==> src/rtl/vram_arb_pkg.sv <==
// Shared types and helpers for the playfield/brick RAM scan arbiter.
// Slot phases are decoded from the low bits of the horizontal count.
package vram_arb_pkg;

  localparam int unsigned TILE_ADDR_W = 10;
  localparam int unsigned TILE_IDX_W  = 5;

  localparam logic [2:0] FETCH_PHASE = 3'd6;
  localparam logic [2:0] GUARD_PHASE = 3'd5;

  typedef enum logic [2:0] {
    IDLE  = 3'd0,
    VID_A = 3'd1,
    VID_D = 3'd2,
    CPU_A = 3'd3,
    CPU_D = 3'd4
  } arb_state_e;

  // Tile address: row from the coarse vertical count, column from the coarse horizontal count
  function automatic logic [TILE_ADDR_W-1:0] tile_addr(input logic [TILE_IDX_W-1:0] vrow,
                                                       input logic [TILE_IDX_W-1:0] hcol);
    return {vrow, hcol};
  endfunction

endpackage

==> src/rtl/flip_sync.sv <==
// Cocktail-flip sequencer: the applied flip level only follows the request
// at the rising edge of vertical sync, so the picture never flips mid-frame.
module flip_sync (
  input  logic clk_drv,
  input  logic reset_n,
  input  logic vsync,
  input  logic flip_req,
  output logic flip
);

  logic vsync_q;
  logic vsync_rise;

  assign vsync_rise = vsync & ~vsync_q;

  always_ff @(posedge clk_drv or negedge reset_n) begin
    if (!reset_n) begin
      vsync_q <= 1'b0;
      flip    <= 1'b0;
    end else begin
      vsync_q <= vsync;
      if (vsync_rise) begin
        flip <= flip_req;
      end
    end
  end

endmodule

==> src/rtl/vram_scan_arbiter.sv <==
// Single-port playfield RAM arbiter: video scan owns fixed fetch slots, the
// CPU side gets the remaining slots and blanking; also sequences cocktail flip.
module vram_scan_arbiter
  import vram_arb_pkg::*;
#(
  parameter int unsigned ADDR_W   = 10,
  parameter int unsigned DATA_W   = 8,
  parameter int unsigned WAIT_MAX = 255
) (
  input  logic              clk_drv,
  input  logic              reset_n,
  input  logic              ce_pix,
  input  logic [7:0]        hcnt,
  input  logic [7:0]        vcnt,
  input  logic              active,
  input  logic              vsync,
  input  logic              cpu_req,
  input  logic              cpu_we,
  input  logic [ADDR_W-1:0] cpu_addr,
  input  logic [DATA_W-1:0] cpu_wdata,
  output logic              cpu_ack,
  output logic [DATA_W-1:0] cpu_rdata,
  input  logic              flip_req,
  output logic              flip,
  output logic [ADDR_W-1:0] ram_addr,
  output logic              ram_we,
  output logic [DATA_W-1:0] ram_wdata,
  input  logic [DATA_W-1:0] ram_rdata,
  output logic [DATA_W-1:0] vid_data,
  output logic              vid_stb,
  output logic              starve
);

  localparam int unsigned WAIT_W = $clog2(WAIT_MAX + 1);

  arb_state_e state;
  arb_state_e state_nxt;

  logic [2:0]        phase;
  logic              win;
  logic              fetch_trig;
  logic              cpu_grant;
  logic              cpu_busy;
  logic              cpu_waiting;
  logic              acc_we;
  logic              acc_we_nxt;
  logic [WAIT_W-1:0] wait_cnt;
  logic [WAIT_W-1:0] wait_cnt_nxt;

  logic [ADDR_W-1:0] ram_addr_nxt;
  logic              ram_we_nxt;
  logic [DATA_W-1:0] ram_wdata_nxt;
  logic [DATA_W-1:0] vid_data_nxt;
  logic              vid_stb_nxt;
  logic              cpu_ack_nxt;
  logic [DATA_W-1:0] cpu_rdata_nxt;

  logic              unused_vcnt_fine;

  assign unused_vcnt_fine = ^vcnt[2:0];

  // Slot decode: phases 5..7 of each 8-pixel cell belong to video while visible
  assign phase      = hcnt[2:0];
  assign win        = active && (phase >= GUARD_PHASE);
  assign fetch_trig = ce_pix && active && (phase == FETCH_PHASE);

  // No grant in the ACK cycle: the requester still holds CPU_REQ there
  assign cpu_grant  = (state == IDLE) && cpu_req && !win && !fetch_trig && !cpu_ack;
  assign cpu_busy   = (state == CPU_A) || (state == CPU_D);
  assign cpu_waiting = cpu_req && !cpu_grant && !cpu_busy;

  always_ff @(posedge clk_drv or negedge reset_n) begin
    if (!reset_n) begin
      state <= IDLE;
    end else begin
      state <= state_nxt;
    end
  end

  always_comb begin
    state_nxt = state;
    case (state)
      IDLE: begin
        if (fetch_trig) begin
          state_nxt = VID_A;
        end else if (cpu_grant) begin
          state_nxt = CPU_A;
        end
      end
      VID_A:   state_nxt = VID_D;
      VID_D:   state_nxt = IDLE;
      CPU_A:   state_nxt = CPU_D;
      CPU_D:   state_nxt = IDLE;
      default: state_nxt = IDLE;
    endcase
  end

  // Next values of the registered RAM, video and CPU-side outputs
  always_comb begin
    ram_addr_nxt  = ram_addr;
    ram_we_nxt    = 1'b0;
    ram_wdata_nxt = '0;
    vid_data_nxt  = vid_data;
    vid_stb_nxt   = 1'b0;
    cpu_ack_nxt   = 1'b0;
    cpu_rdata_nxt = cpu_rdata;
    acc_we_nxt    = acc_we;
    case (state)
      IDLE: begin
        if (fetch_trig) begin
          ram_addr_nxt = ADDR_W'(tile_addr(vcnt[7:3], hcnt[7:3]));
        end else if (cpu_grant) begin
          ram_addr_nxt = cpu_addr;
          ram_we_nxt   = cpu_we;
          acc_we_nxt   = cpu_we;
          if (cpu_we) begin
            ram_wdata_nxt = cpu_wdata;
          end
        end
      end
      VID_D: begin
        vid_data_nxt = ram_rdata;
        vid_stb_nxt  = 1'b1;
      end
      CPU_D: begin
        cpu_ack_nxt = 1'b1;
        if (!acc_we) begin
          cpu_rdata_nxt = ram_rdata;
        end
      end
      default: ;
    endcase
  end

  always_ff @(posedge clk_drv or negedge reset_n) begin
    if (!reset_n) begin
      ram_addr  <= '0;
      ram_we    <= 1'b0;
      ram_wdata <= '0;
      vid_data  <= '0;
      vid_stb   <= 1'b0;
      cpu_ack   <= 1'b0;
      cpu_rdata <= '0;
      acc_we    <= 1'b0;
    end else begin
      ram_addr  <= ram_addr_nxt;
      ram_we    <= ram_we_nxt;
      ram_wdata <= ram_wdata_nxt;
      vid_data  <= vid_data_nxt;
      vid_stb   <= vid_stb_nxt;
      cpu_ack   <= cpu_ack_nxt;
      cpu_rdata <= cpu_rdata_nxt;
      acc_we    <= acc_we_nxt;
    end
  end

  // Starvation monitor: saturating wait count, sticky flag once it tops out
  always_comb begin
    wait_cnt_nxt = wait_cnt;
    if (cpu_grant) begin
      wait_cnt_nxt = '0;
    end else if (cpu_waiting && (wait_cnt != WAIT_W'(WAIT_MAX))) begin
      wait_cnt_nxt = wait_cnt + WAIT_W'(1);
    end
  end

  always_ff @(posedge clk_drv or negedge reset_n) begin
    if (!reset_n) begin
      wait_cnt <= '0;
      starve   <= 1'b0;
    end else begin
      wait_cnt <= wait_cnt_nxt;
      if (wait_cnt_nxt == WAIT_W'(WAIT_MAX)) begin
        starve <= 1'b1;
      end
    end
  end

  flip_sync u_flip_sync (
    .clk_drv  (clk_drv),
    .reset_n  (reset_n),
    .vsync    (vsync),
    .flip_req (flip_req),
    .flip     (flip)
  );

endmodule

==> config.mk <==
export PLATFORM = sky130hd
export DESIGN_NAME = vram_scan_arbiter
export DESIGN_NICKNAME = d
export VERILOG_FILES = /design/src/rtl/vram_arb_pkg.sv /design/src/rtl/flip_sync.sv /design/src/rtl/vram_scan_arbiter.sv
export SDC_FILE = /design/constraint.sdc
export NUM_CORES = 1
export LEC_CHECK = 0
export BUFFER_PORTS_ARGS = -buffer_cell sky130_fd_sc_hd__buf_4
export CAP_MARGIN = 20
export CORE_MARGIN = 1
export CORE_UTILIZATION = 52
export DETAILED_ROUTE_END_ITERATION = 7
export PLACE_DENSITY = 0.83
export SKIP_CTS_REPAIR_TIMING = 1
export SLEW_MARGIN = 40
export SYNTH_ARGS = -nofsm -noshare
export SYNTH_HDL_FRONTEND = slang
export SYNTH_HIERARCHICAL = 1
export SYNTH_SLANG_ARGS = --single-unit
==> constraint.sdc <==
create_clock -name clk_drv -period 4.4 [get_ports clk_drv]
set_input_delay 0.88 -clock clk_drv [delete_from_list [all_inputs] [get_ports clk_drv]]
set_output_delay 0.88 -clock clk_drv [all_outputs]
set_load 0.01 [all_outputs]
== After elaboration in Yosys (flattened, before gate mapping) ==
Index checks and enable logic that the tools add are counted.

* Register bits: 52
* Input bits: 50
* Output and inout port bits: 39
* Word-level logic and storage cells: 64

* Add/subtract/negate cells: 1
* Order comparisons: 1
* Eq/ne operators: 8
* Mux-type cells: 16
* Bitwise logic cells: 4
* Reduce and logical (&&, ||, !) cells: 21

{| class="wikitable"
|+ Operators by type and width
! operator !! count
|-
| two-way mux 8 bit || 6
|-
| two-way mux 10 bit || 2
|-
| logical AND 1 bit || 10
|-
| case mux 3 bit (3 select lines) || 1
|-
| adder 8 x 1 -> 8 bit, second input constant || 1
|-
| equality test 8 bit, second input constant || 1
|-
| inequality test 8 bit, second input constant || 1
|-
| equality test 3 x 2 -> 1 bit, second input constant || 2
|-
| equality test 3 bit, second input constant || 2
|-
| two-way mux 3 bit || 2
|-
| zero test 1 bit || 5
|-
| two-way mux 1 bit || 5
|-
| AND reduction 2 bit || 2
|-
| equality test 3 x 1 -> 1 bit, second input constant || 1
|-
| >= comparator 3 bit, second input constant || 1
|-
| zero test 3 bit || 1
|-
| inequality test 3 bit, second input constant || 1
|-
| inverter 1 bit || 3
|-
| AND reduction 3 bit || 1
|-
| nonzero test 2 bit || 1
|-
| AND 1 bit || 1
|-
| logical OR 1 bit || 1
|}

== Longest topological paths before layout ==
Gate-level depths: netlist of run 1.

* Word-level depth: 13
* Gate-level depth with buffers: 6
* Gate-level depth less buffers: 6

== By module ==
The synthesis of run 1 kept the hierarchy.

{| class="wikitable"
|+ Modules (own cells, without submodules)
! module !! instances !! cells each !! area each (um2) !! seq. area each (um2)
|-
| vram_scan_arbiter || 1 || 192 || 2,242.2 || 1,251.2
|-
| flip_sync || 1 || 4 || 78.8 || 50.0
|}

== Worst setup path after synthesis of run 1 ==
No wires, ideal clock.

* Kind: input port to flip-flop
* From: in hcnt[1]
* To: reg ram_addr[0]
* Setup time: 0.077 ns
* Data arrival time: 1.923 ns
* Required time: 4.323 ns
* Setup slack: 2.400 ns
* Stages on the path: 6
* Buffers on the path: 1
* Cell sequence: nor2b_1 > nand4_1 > o41ai_1 > clkbuf_1 > nor2_1 > a21oi_1

* Cells in the longest elaborated chain, start to end: 8
* Elaborated cells between the ends (all ways): 12
* Classes of those cells: order compare: 1; eq/ne: 1; mux: 1; reduce/logical: 9

{| class="wikitable"
|+ RTL lines
! what !! line !! RTL
|-
| from (decl) || vram_scan_arbiter.sv:13 || <nowiki>input logic [7:0] hcnt,</nowiki>
|-
| >= comparator 3 bit || vram_scan_arbiter.sv:64 || <nowiki>assign win = active && (phase >= GUARD_PHASE);</nowiki>
|-
| logical AND 1 bit || vram_scan_arbiter.sv:64 ||
|-
| zero test 1 bit || vram_scan_arbiter.sv:68 || <nowiki>assign cpu_grant = (state == IDLE) && cpu_req && !win && !fetch_trig && !cpu_ack;</nowiki>
|-
| logical AND 1 bit (3 in series) || vram_scan_arbiter.sv:68 ||
|-
| nonzero test 2 bit (no line) || -- ||
|-
| AND reduction 2 bit (no line) || -- ||
|-
| to (signal assigned) || vram_scan_arbiter.sv:146 || <nowiki>ram_addr <= ram_addr_nxt;</nowiki>
|-
| to (decl) || vram_scan_arbiter.sv:25 || <nowiki>output logic [ADDR_W-1:0] ram_addr,</nowiki>
|}

Parallel ways exist; a longest one is shown, timed or not.
A chain may end at the register's enable or synchronous reset.

== Worst setup path in the final report of run 1 ==
* From: in hcnt[0]
* To: reg ram_addr[7]

The elaborated chain is that of the path after synthesis.

==> results of run 1 <==
-- power breakdown --
group / internal [mW] / switching (mW)
registers: 0.634 / 0.109
clock network: 0.128 / 0.151
logic: 0.331 / 0.272
-- area by class of cell --
| type | count | area (sq um) | area share |
|---|---|---|---|
| Clock buffer | 7 | 86.3 | 0.0281 |
| Clock inverter | 1 | 7.51 | 0.00244 |
| Inverter | 2 | 7.51 | 0.00244 |
| Multi-Input combinational cell | 131 | 956 | 0.311 |
| Sequential cell | 52 | 1300 | 0.423 |
| Tap cell | 50 | 62.6 | 0.0204 |
| Timing Repair Buffer | 87 | 653 | 0.212 |
-- metal layers --
layer  track usage  vias to the layer above
met1         0.307                      870
li1              -                      871
met5             0                        -
met2         0.353                       71
met3        0.0674                        4
met4        0.0536                        0
-- Yosys cell counts (all sizes together), types with 2 or more instances --
cell type	count	area share
o21ai	7	0.015
nand3	7	0.023
buf	6	0.019
mux2	17	0.084
xnor2	3	0.011
mux2i	11	0.047
and2	2	0.0054
inv	2	0.0032
nor2b	3	0.011
nor3b	2	0.0065
nor3	6	0.015
or3	3	0.0081
and3	11	0.030
clkbuf	5	0.0081
nand4	3	0.0081
a21oi	13	0.028
nand2	5	0.0081
dfrtp	52	0.56
nor2	19	0.032
xor2	2	0.0075
-- worst max-delay path by stage --
stage	start	to	slack, ns	depth (start not counted)
after floorplan	hcnt[1]	ram_addr[0]$_DFFE_PN0P_	2.40	6
after global placement	hcnt[0]	ram_addr[0]$_DFFE_PN0P_	1.77	7
after detailed placement	hcnt[0]	ram_addr[5]$_DFFE_PN0P_	1.62	7
after CTS	hcnt[0]	ram_addr[7]$_DFFE_PN0P_	1.92	7
after global routing	hcnt[0]	ram_addr[7]$_DFFE_PN0P_	1.80	7
final	hcnt[0]	ram_addr[7]$_DFFE_PN0P_	1.96	7
-- cells by family (layout without fill, tap and decap cells) --
logic type	count (synthesis)	after routing
simple gates	67	67
flops	52	52
compound gates	30	30
mux	28	28
buf+inv	13	97
xor+xnor	5	5
fa+ha+maj	1	1
-- metrics by stage --
step           setup WS, ns  instance area (sq um)  hold slack, ns  power, mW
6_report               1.96                   3070           0.485       1.62
5_1_grt                1.80                   3070           0.514       1.73
4_1_cts                1.92                   3070           0.493       1.64
3_5_place_dp           1.62                   2980           0.470       1.36
3_3_place_gp           1.77                   2980           0.463       1.33
2_1_floorplan          2.40                   2320           0.470       1.05
-- registers in the layout, indices dropped and copies added (netlist names) --
register,flops
ram_addr,10
cpu_rdata,8
ram_wdata,8
vid_data,8
wait_cnt,8
state,3
acc_we,1
cpu_ack,1
ram_we,1
starve,1
u_flip_sync/flip,1
u_flip_sync/vsync_q,1
vid_stb,1
-- critical path, delay by kind of cell --
kind | cells | cell delay [ns]
AO/OA/AOI/OAI | 2 | 0.59
buffers and inverters | 2 | 0.41
AND/OR/NAND/NOR | 3 | 0.78
==> impl_metrics.env, run 1 <==
export IMPL_drive_gt1_frac=0.429
export IMPL_yosys_register_bits=52
export IMPL_die_area_sq_um=4730
export IMPL_slowest_delay_ns=0.62
export IMPL_hold_depth=1
export IMPL_synth_edff_count=0
export IMPL_finalWirelength_um=4990
export IMPL_clkTransAtPathRegs_ns=0.09
export IMPL_max_freq_ghz=0.409
export IMPL_r2r_end="starve$_DFFE_PN0N_"
export IMPL_synth_simple_area_share=0.169
export IMPL_vias=1816
export IMPL_slew_violations=0
export IMPL_grt_pass1_wl_um=7760
export IMPL_crit_arrival_ns=2.66
export IMPL_die_h_um=68.8
export IMPL_ys_seq_area_frac=0.561
export IMPL_gp_congestion=0.857
export IMPL_wl_met2_um=2490
export IMPL_synth_compound_area_frac=0.0841
export IMPL_post_route_period_util=0.555
export IMPL_die_x_um=68.8
export IMPL_synth_area_sq_um=2320
export IMPL_synth_top_family_by_area="simple AND/OR/NAND/NOR gates"
export IMPL_synth_xor_area_frac=0.0189
export IMPL_clkLatencyLatePin_ns=0.29
export IMPL_tns_ns=0
export IMPL_syn2layout_area_growth_pct=32.5
export IMPL_synth_ff_type="dfrtp_1"
export IMPL_dr_pass1_iters=4
export IMPL_hold_violations=0
export IMPL_peakVddDrop_v=0.000390
export IMPL_post_route_drc_count=0
export IMPL_worst_slew_pin_slew_ns=0.765
export IMPL_first_iter_violations=143
export IMPL_syn_avg_cell_area_sq_um=11.8
export IMPL_dp_cells=322
export IMPL_mostFrequentLayoutCell="buf_4"
export IMPL_r2r_slack_ns=2.06
export IMPL_final_cell_mix="buf_4, dfrtp_1, nor2_1, mux2_2, a21oi_1"
export IMPL_p_leak_nw=1.56
export IMPL_synth_fa_ha_area_frac=0.00539
export IMPL_synth_fp_nets=247
export IMPL_stdcell_count=330
export IMPL_topRoutingLayerUsed="met4"
export IMPL_core_rowCount=23
export IMPL_reg2regPathDepth=6
export IMPL_ctsRootBufferMaster="clkbuf_8"
export IMPL_wire_per_inst_um=15.1
export IMPL_crit_path_end_kind="register"
export IMPL_p_per_area_nw_per_um2=528
export IMPL_min_period_ns=2.44
export IMPL_worst_r2r_startpoint="wait_cnt[0]$_DFF_PN0_"
export IMPL_numCtsBuffers=5
export IMPL_grt_pass1_vias=1661
export IMPL_ios=89
export IMPL_status="complete, no violations"
export IMPL_syn_inst=196
export IMPL_path_cells="buf_4 > nor2b_1 > nand4_1 > o41ai_2 > buf_4 > nor2_1 > a21oi_1"
export IMPL_setup_violations_final=0
export IMPL_antenna_found_initial=0
export IMPL_tritoncts="yes"
export IMPL_clkSinkCount=52
export IMPL_nFillCells=305
export IMPL_start_util=0.560
export IMPL_postRouteAntennaNets=0
export IMPL_ys_warnings_count=6
export IMPL_htree_levels=2
export IMPL_worstPathRequired_ns=4.62
export IMPL_drv_cap=0
export IMPL_crit_slowest_cell="nand4_1"
export IMPL_worst_setup_path_type="in -> reg"
export IMPL_wl_met3_um=348
export IMPL_vias_per_cell=5.50
export IMPL_timing_max_slew_rel_slack=0.488
export IMPL_core_region_area_sq_um=4140
export IMPL_routedLengthMet1_um=2120
export IMPL_clk_path_buf_depth=2
export IMPL_synthMuxAreaShare=0.132
export IMPL_grt_overflow=0
export IMPL_cp_start_kind="input pin"
export IMPL_async_flop_share=1.00
export IMPL_synth_distinct_cells=46
export IMPL_holdPathEnd="starve$_DFFE_PN0N_"
export IMPL_min_delay_start="starve$_DFFE_PN0N_"
export IMPL_finalClockSkew_ns=0.00506
export IMPL_nNetsFinal=330
export IMPL_hp_class="reg -> reg"
export IMPL_grt_start_max_net_pins=53
export IMPL_antenna_cells=0
export IMPL_utilization=0.742
export IMPL_rsz0062_at_grt="false"
export IMPL_crit_fanout=21
export IMPL_place_detailed_hpwl_um=3470
export IMPL_cpMostUsedCell="buf_4"
export IMPL_grt_total_usage=0.225
export IMPL_portBuffers=85
Note: power is estimated with default switching activity, not from simulation.
==> run 2, diff against run 1 <==
CORE_UTILIZATION = 48   (was 52)
PLACE_DENSITY = 0.78   (was 0.83)
clock period = 2.4 ns   (was 4.4 ns; I/O delays follow)
==> run 2 against run 1 <==
Global-route usage down 3.0 points. Wire length fell by 3.6%. Total power increased by 83%. Die area increased by 8.1%. Clock power is 86% higher. Hold slack lost 0.29 ns. Sequential share of layout area down 0.38 points. Critical path depth shrank 1. Clock skew up 0.0042 ns. Critical path type is now reg -> reg.
==> impl_metrics.env, run 2 (synthesis results as in run 1) <==
export IMPL_slowest_delay_ns=0.49
export IMPL_die_area_sq_um=5120
export IMPL_vias_per_cell=5.30
export IMPL_grt_total_usage=0.195
export IMPL_hp_class="in -> async"
export IMPL_clkLatencyLatePin_ns=0.30
export IMPL_crit_path_end_kind="register"
export IMPL_nNetsFinal=333
export IMPL_mostFrequentLayoutCell="buf_4"
export IMPL_p_comb_frac=0.370
export IMPL_wire_per_inst_um=14.4
export IMPL_crit_fanout=10
export IMPL_max_freq_ghz=0.490
export IMPL_max_flop_register="ram_addr"
export IMPL_worst_r2r_startpoint="wait_cnt[0]$_DFF_PN0_"
export IMPL_path_buf_inv=0
export IMPL_finalClockSkew_ns=0.00924
export IMPL_place_detailed_hpwl_um=3410
export IMPL_post_route_period_util=0.851
export IMPL_tritoncts="yes"
export IMPL_timing_max_slew_rel_slack=0.579
export IMPL_setup_violations_final=0
export IMPL_rsz0062_at_grt="false"
export IMPL_worst_setup_path_type="reg -> reg"
export IMPL_postRouteAntennaNets=0
export IMPL_syn2layout_area_growth_pct=33.6
export IMPL_die_h_um=71.5
export IMPL_status="complete, no violations"
export IMPL_clkTransAtPathRegs_ns=0.10
export IMPL_portBuffers=85
export IMPL_crit_path_start="wait_cnt[0]$_DFF_PN0_"
export IMPL_grt_start_max_net_pins=53
export IMPL_dr_pass1_iters=4
export IMPL_antenna_cells=0
export IMPL_p_leak_nw=1.59
export IMPL_vias=1775
export IMPL_drv_cap=0
export IMPL_post_route_drc_count=0
export IMPL_nFillCells=351
export IMPL_final_cell_mix="buf_4, dfrtp_1, nor2_1, mux2_2, a21oi_1"
export IMPL_first_iter_violations=76
export IMPL_drive_gt1_frac=0.438
export IMPL_p_seq_frac=0.456
export IMPL_gp_congestion=0.849
export IMPL_antenna_found_initial=0
export IMPL_htree_levels=2
export IMPL_clkPwrFrac=0.174
export IMPL_largest_reg_flops=10
export IMPL_start_util=0.515
export IMPL_die_x_um=71.5
export IMPL_ios=89
export IMPL_path_cells="ha_1 > and3_1 > nor4b_1 > o21ai_0 > a221oi_1 > a41o_1"
export IMPL_p_per_area_nw_per_um2=961
export IMPL_peakVddDrop_v=0.000553
export IMPL_grt_pass1_vias=1710
export IMPL_hold_violations=0
export IMPL_hold_ws_ns=0.194
export IMPL_numCtsBuffers=5
export IMPL_clk_path_buf_depth=2
export IMPL_tns_ns=0
export IMPL_worst_slew_pin_slew_ns=0.632
export IMPL_min_period_ns=2.04
export IMPL_grt_overflow=0
export IMPL_grt_pass1_wl_um=7680
export IMPL_slew_violations=0
export IMPL_cp_top_family="compound AO/OA/AOI/OAI gates"
export IMPL_netSwitchingFraction=0.325
export IMPL_clkSinkCount=52
export IMPL_p_int_mw=2.01
export IMPL_core_rowCount=24
export IMPL_cp_start_kind="register"
export IMPL_worstPathRequired_ns=2.65
export IMPL_crit_arrival_ns=2.29
export IMPL_finalWirelength_um=4810
export IMPL_core_region_area_sq_um=4500
export IMPL_crit_slowest_cell="dfrtp_1"
export IMPL_ctsRootBufferMaster="clkbuf_8"
export IMPL_power_net_switching_mw=0.969
## run 2: changes by cell type in the layout (fill, tap and decap cells not counted), sizes merged
cell / change
buf: +3
inv: +1
clkinvlp: -1
clkinv: +1
clkbuf: -1
## run 2: layer usage
| metal | track usage | share of wire | vias to the layer above |
|---|---|---|---|
| met5 | 0 | 0 | - |
| met4 | 0.0654 | 0.012 | 0 |
| met3 | 0.0591 | 0.059 | 4 |
| met2 | 0.323 | 0.49 | 49 |
| met1 | 0.245 | 0.44 | 845 |
| li1 | - | - | 877 |
## run 2: path summary, 6_finish.rpt
| path | to | slack [ns] | cells past startpoint |
|---|---|---|---|
| setup / recovery | starve$_DFFE_PN0N_ | 0.36 | 6 |
| hold / removal | wait_cnt[0]$_DFF_PN0_ | 0.19 | 1 |
| setup reg to reg | starve$_DFFE_PN0N_ | 0.36 | 6 |
| hold reg to reg | starve$_DFFE_PN0N_ | 0.50 | 1 |
| max in group asynchronous | ram_addr[6]$_DFFE_PN0P_ | 1.78 | 1 |
| min in group clk_drv | u_flip_sync/vsync_q$_DFF_PN0_ | 0.30 | 1 |
## run 2: power by group through the flow
stage / registers (mW) / clock network, mW / logic [mW]
4_1_cts: 1.36 / 0.540 / 1.12
5_1_grt: 1.40 / 0.572 / 1.18
6_report: 1.36 / 0.518 / 1.10
2_1_floorplan: 1.44 / 0 / 0.483
3_5_place_dp: 1.37 / 0 / 1.12
3_3_place_gp: 1.37 / 0 / 1.09
## run 2: area by class of cell
cell class | count | area (sq um) | area share
repair buffers | 90 | 676 | 0.218
inverters | 2 | 7.51 | 0.00242
well taps | 52 | 65.1 | 0.0210
multi-input cells | 131 | 956 | 0.308
flip-flops and latches | 52 | 1300 | 0.420
clock buffers | 6 | 82.6 | 0.0266
clock inverters | 2 | 13.8 | 0.00444
## run 2: through the flow
step           power (mW)  worst slack [ns]  instances  utilization  area [sq um]
2_1_floorplan        1.93             0.634        196            -          2320
3_3_place_gp         2.46             0.429        327        0.667          3010
3_5_place_dp         2.49             0.415        327        0.667          3010
4_1_cts              3.02             0.377        335        0.689          3100
5_1_grt              3.16             0.129        335        0.689          3100
6_report             2.98             0.359        335        0.689          3100
